## src/rtl/seq_div_pkg.sv

```systemverilog
// Shared types and constants for the sequential restoring divider.
package seq_div_pkg;

  // Divisor / quotient / remainder width; the dividend is twice this.
  localparam int DIV_W = 8;

  // One quotient bit per RUN cycle.
  localparam int DIV_ITER = 8;

  // Iteration counter width (counts 0..DIV_ITER-1).
  localparam int DIV_CNT_W = 3;

  // Quotient reported on overflow or divide by zero.
  localparam logic [DIV_W-1:0] DIV_Q_OVF = 8'hFF;

  typedef enum logic [1:0] {
    IDLE = 2'd0,
    RUN  = 2'd1,
    DONE = 2'd2
  } div_state_t;

  // The quotient fits in DIV_W bits only if the upper dividend half is
  // strictly below the divisor; a zero divisor always trips this.
  function automatic logic div_overflows(input logic [DIV_W-1:0] hi,
                                         input logic [DIV_W-1:0] dv);
    return (hi >= dv);
  endfunction

endpackage

```

## src/rtl/div_step.sv

```systemverilog
// One restoring-division step: shift in the next dividend bit and
// subtract the divisor if it fits.
module div_step
  import seq_div_pkg::*;
#(
  parameter int W = DIV_W
) (
  input  logic [W-1:0] p,
  input  logic         msb_in,
  input  logic [W-1:0] dv,
  output logic [W-1:0] p_next,
  output logic         q_bit
);

  logic [W:0] t;
  logic [W:0] diff;
  logic       borrow;

  // Trial subtract at W+1 bits; the borrow-out picks restore vs keep.
  always_comb begin
    t              = {p, msb_in};
    {borrow, diff} = {1'b0, t} - {2'b00, dv};
    q_bit          = ~borrow;
    // Partial remainder stays below the divisor, so t - dv fits in W bits.
    p_next         = borrow ? t[W-1:0] : W'(diff);
  end

endmodule

```

## src/rtl/seq_div.sv

```systemverilog
// Sequential restoring divider: 2W-bit dividend by W-bit divisor, one
// quotient bit per clock, constant latency of DIV_ITER cycles.
module seq_div
  import seq_div_pkg::*;
#(
  parameter int W = DIV_W
) (
  input  logic           clk,
  input  logic           rst,
  input  logic           start,
  input  logic [2*W-1:0] dividend,
  input  logic [W-1:0]   divisor,
  output logic           busy,
  output logic           ready,
  output logic [W-1:0]   q,
  output logic [W-1:0]   r,
  output logic           ovf
);

  div_state_t           state_q;
  logic [DIV_CNT_W-1:0] cnt_q;

  // Working registers: partial remainder, dividend/quotient shifter, divisor.
  logic [W-1:0]         p_q;
  logic [W-1:0]         d_q;
  logic [W-1:0]         dv_q;
  logic                 ov_q;

  // Result registers, updated only on the edge entering DONE.
  logic [W-1:0]         q_q;
  logic [W-1:0]         r_q;
  logic                 ovf_q;

  // Next values of the working registers for the current iteration.
  logic [W-1:0]         p_d;
  logic                 qbit_d;
  logic [W-1:0]         d_d;

  div_step #(.W(W)) u_step (
    .p      (p_q),
    .msb_in (d_q[W-1]),
    .dv     (dv_q),
    .p_next (p_d),
    .q_bit  (qbit_d)
  );

  // Dividend bits shift out the top while quotient bits shift in the bottom.
  always_comb begin
    d_d = {d_q[W-2:0], qbit_d};
  end

  // Control FSM, counter, operand load, iteration and result capture.
  always_ff @(posedge clk) begin
    if (rst) begin
      state_q <= IDLE;
      cnt_q   <= '0;
      p_q     <= '0;
      d_q     <= '0;
      dv_q    <= '0;
      ov_q    <= 1'b0;
      q_q     <= '0;
      r_q     <= '0;
      ovf_q   <= 1'b0;
    end else begin
      unique case (state_q)
        IDLE, DONE: begin
          if (start) begin
            p_q     <= dividend[2*W-1:W];
            d_q     <= dividend[W-1:0];
            dv_q    <= divisor;
            ov_q    <= div_overflows(dividend[2*W-1:W], divisor);
            cnt_q   <= '0;
            state_q <= RUN;
          end else begin
            state_q <= IDLE;
          end
        end
        RUN: begin
          p_q   <= p_d;
          d_q   <= d_d;
          cnt_q <= cnt_q + 1'b1;
          if (cnt_q == DIV_CNT_W'(DIV_ITER - 1)) begin
            state_q <= DONE;
            // Overflow still runs all iterations so latency never varies.
            if (ov_q) begin
              q_q   <= DIV_Q_OVF;
              r_q   <= '0;
              ovf_q <= 1'b1;
            end else begin
              q_q   <= d_d;
              r_q   <= p_d;
              ovf_q <= 1'b0;
            end
          end
        end
        default: begin
          state_q <= IDLE;
        end
      endcase
    end
  end

  // Handshake outputs decode only from registered state.
  always_comb begin
    busy  = (state_q == RUN);
    ready = (state_q == DONE);
  end

  assign q   = q_q;
  assign r   = r_q;
  assign ovf = ovf_q;

endmodule

```

## config.mk

```make
export PLATFORM = sky130hd
export DESIGN_NAME = seq_div
export DESIGN_NICKNAME = d
export VERILOG_FILES = /design/src/rtl/seq_div_pkg.sv /design/src/rtl/div_step.sv /design/src/rtl/seq_div.sv
export SDC_FILE = /design/constraint.sdc
export NUM_CORES = 1
export LEC_CHECK = 0
export CAP_MARGIN = 5
export CORE_ASPECT_RATIO = 0.6
export CORE_MARGIN = 2
export CORE_UTILIZATION = 45
export DETAILED_ROUTE_END_ITERATION = 8
export GPL_TIMING_DRIVEN = 0
export PLACE_DENSITY = 0.81
export SLEW_MARGIN = 20
export SYNTH_ARGS = -nofsm -noshare
export SYNTH_HDL_FRONTEND = slang
export SYNTH_SLANG_ARGS = --single-unit
```

## constraint.sdc

```tcl
create_clock -name clk -period 2.3 [get_ports clk]
set_input_delay 0.345 -clock clk [delete_from_list [all_inputs] [get_ports clk]]
set_output_delay 0.345 -clock clk [all_outputs]
set_load 0.05 [all_outputs]
```

==> results.sh <==
export IMPL_crit_path_end_kind="register"
export IMPL_cts_tree="yes"
export IMPL_place_congestion=0.9025
export IMPL_grt_pass1_wl_um=12810
export IMPL_cts_htree_levels=2
export IMPL_whs_ns=0.4640
export IMPL_cts_root_buf="clkbuf_8"
export IMPL_ir_drop_v=0.0003628
export IMPL_layout_min_cycle_time_ns=2.161
export IMPL_dieArea_mm2=0.006571
export IMPL_synth_seq_cells=47
export IMPL_reg2reg_depth=8
export IMPL_nNetsFinal=428
export IMPL_placed_cell_area_mm2=0.003204
export IMPL_track_usage_pct=25.25
export IMPL_antenna_found_initial=0
export IMPL_avgViaCountPerCell=5.873
export IMPL_crit_top_cell="o211ai_1"
export IMPL_grt_pass1_vias=2599
export IMPL_crit_start="d_q[7]"
export IMPL_yosysUniqueCellTypes=55
export IMPL_path_cells="inv_1 -> ha_1 -> fa_1 -> nand2b_1 -> a2111o_1 -> o211ai_1 -> o211ai_1 -> o211ai_1"
export IMPL_grt_max_degree=16
export IMPL_hold_buffers=0
export IMPL_drtIter0Drc=263
export IMPL_setup_viol=0
export IMPL_clkTransAtPathRegs_ns=0.09
export IMPL_core_area_mm2=0.005649
export IMPL_grt_overflow_total=0
export IMPL_tightest_slew_ns=0.9245
export IMPL_hold_path_end="dv_q[3]"
export IMPL_synthesis_area_mm2=0.002664
export IMPL_hpwl_um=6061
export IMPL_leakagePower_nw=1.313
export IMPL_dr_total_vias=2719
export IMPL_synth_avg_cell_area_um2=8.097
export IMPL_path_class="reg2reg"
export IMPL_cts_sinks=47
export IMPL_drv_cap=0
export IMPL_wire_per_inst_um=16.95
export IMPL_maxSlewHeadroom_pct=37.89
export IMPL_numCtsBuffers=5
export IMPL_finalCritPeriodShare_pct=93.94
export IMPL_worstSkewPairLatency_ns=0.31
export IMPL_cp_start_kind="register"
export IMPL_layout_drive_gt1_share_pct=7.050
export IMPL_yosysWarnings=0
export IMPL_cp_required_ns=2.54
export IMPL_ff2ff_setup_slack_ns=0.14
export IMPL_skew_ns=0.005663
export IMPL_netlist_instances=329
export IMPL_hold_class="reg2reg"
export IMPL_ys_seq_area_share_pct=35.32
export IMPL_worst_slack_ns=0.1393
export IMPL_final_area_mm2=0.003311
export IMPL_hp_start="dv_q[3]"
export IMPL_final_hold_violation_count=0
export IMPL_critical_path_max_stage_delay_ns=0.40
export IMPL_slew_violations=0
export IMPL_drtPass1Iterations=5
export IMPL_syn_to_final_growth_pct=24.28
export IMPL_row_count=21
export IMPL_diodes=0
export IMPL_ant_nets=0
export IMPL_rsz0062_at_grt="no"
export IMPL_r2r_end="r[6]"
export IMPL_pre_cts_ws_ns=-0.1025
export IMPL_clockBufferDepth=2
export IMPL_layout_common_cells="nand2_1 (47), dfxtp_1 (47), clkdlybuf4s50_1 (43)"
export IMPL_synthArstFlopShare_pct=0
export IMPL_drt_wl_total_um=7847
export IMPL_outcome="finished clean"
export IMPL_hold_depth=2
export IMPL_die_w_um=103.3
export IMPL_cp_max_fo=3
export IMPL_arrival_ns=2.40
export IMPL_dieHeight_um=63.60
export IMPL_p_per_area_mw_per_mm2=711.1
export IMPL_synth_enable_flop_cells=0
export IMPL_synthFlopType="dfxtp_1"
export IMPL_reg2reg_from="d_q[7]"
export IMPL_syn_nets=375
export IMPL_numPortBuffers=44
export IMPL_cpMaxStageDelayCell="fa_1"
export IMPL_fmax_ghz=0.4628
export IMPL_start_util_pct=47.15
export IMPL_io_pins=46
export IMPL_drc=0
critical path: cells and delay by family, from the launching register on:
family	cells	cell delay [ns]
flops	1	0.34
buf+inv	1	0.08
simple gates	1	0.25
fa+ha+maj	2	0.62
compound gates	4	0.79
power breakdown:
part / switching [mW] / internal (mW)
clock network: 0.307 / 0.212
logic: 0.562 / 0.353
registers: 0.0531 / 0.866
through the flow:
| stage | TNS (ns) | std cells | util (%) | total power [mW] |
|---|---|---|---|---|
| global route | 0 | 463 | 58.60 | 2.480 |
| global placement | -0.05047 | 453 | 56.72 | 1.776 |
| floorplan | 0 | 329 | - | 1.549 |
| CTS | 0 | 461 | 58.32 | 2.303 |
| detailed placement | -0.1788 | 453 | 56.72 | 1.799 |
| finish | 0 | 463 | 58.60 | 2.354 |
registers in the layout, summed over array words and instances, names as in the netlist:
register,cells
d_q,8
dv_q,8
p_q,8
q,8
r,8
cnt_q,3
state_q,2
ov_q,1
ovf,1
cell type report:
| type | count | area (um^2) |
|---|---|---|
| Buffer | 21 | 96.34 |
| Clock buffer | 5 | 68.82 |
| Clock inverter | 3 | 20.02 |
| Fill cell | 527 | 2338 |
| Inverter | 21 | 78.83 |
| Multi-Input combinational cell | 240 | 1549 |
| Sequential cell | 47 | 940.9 |
| Tap cell | 80 | 100.1 |
| Timing Repair Buffer | 46 | 456.7 |
kinds of logic (layout without fill, tap and decap cells):
logic type	after synthesis	in the layout	share of synthesized area [%]
flops	47	47	35.32
xor+xnor	3	3	0.9866
buf+inv	42	96	6.529
compound gates	85	85	24.99
simple gates	133	133	22.97
fa+ha+maj	19	19	9.206
repair_timing:
item	CTS	global route
gates cloned	0	0
resized for setup	3	2
setup buffers	0	2
setup endpoints to repair	1	2
pin swaps	0	1
Yosys cell counts, types with 2 or more instances:
cell / number / area share [%]
nand4_1: 2 / 0.47
a21oi_1: 19 / 3.6
a311oi_1: 7 / 2.3
nor2b_1: 3 / 0.70
ha_1: 18 / 8.5
buf_2: 4 / 0.75
o211a_1: 2 / 0.75
o32a_1: 2 / 0.75
and2_1: 2 / 0.47
and3_1: 4 / 0.94
nor2_1: 33 / 4.7
inv_1: 21 / 3.0
a211oi_4: 2 / 1.5
buf_1: 3 / 0.42
a22oi_1: 8 / 2.3
a2111o_1: 2 / 0.85
a21o_1: 2 / 0.56
a22o_1: 2 / 0.66
clkbuf_1: 12 / 1.7
o211ai_1: 9 / 2.5
nor4_1: 2 / 0.47
xnor2_1: 2 / 0.66
o21ai_0: 9 / 1.7
o31ai_1: 4 / 1.1
nor3_1: 21 / 3.9
a32o_1: 2 / 0.75
nand3_1: 8 / 1.5
nand2b_1: 4 / 0.94
dfxtp_1: 47 / 35
nand2_1: 47 / 6.6
o221ai_1: 2 / 0.66
per-layer routing:
metal / vias to the layer above / wire [um] / global-route usage, %
met3: 12 / 823 / 6.326
met4: 0 / 89 / 5.592
met1: 1281 / 3785 / 38.16
met5: - / 0 / 0
li1: 1281 / - / -
met2: 145 / 3148 / 35.80
worst max-delay path by stage:
stage                     cells after the start  slack (ns)     end
final                                         8        0.14    r[6]
after global routing                          6        0.04    r[5]
after CTS                                     4        0.05    busy
after detailed placement                      8       -0.10  p_q[7]
after global placement                        4       -0.05    busy
after floorplan                               8        0.43    r[6]
No activity file was read; power rests on OpenSTA's default activity.
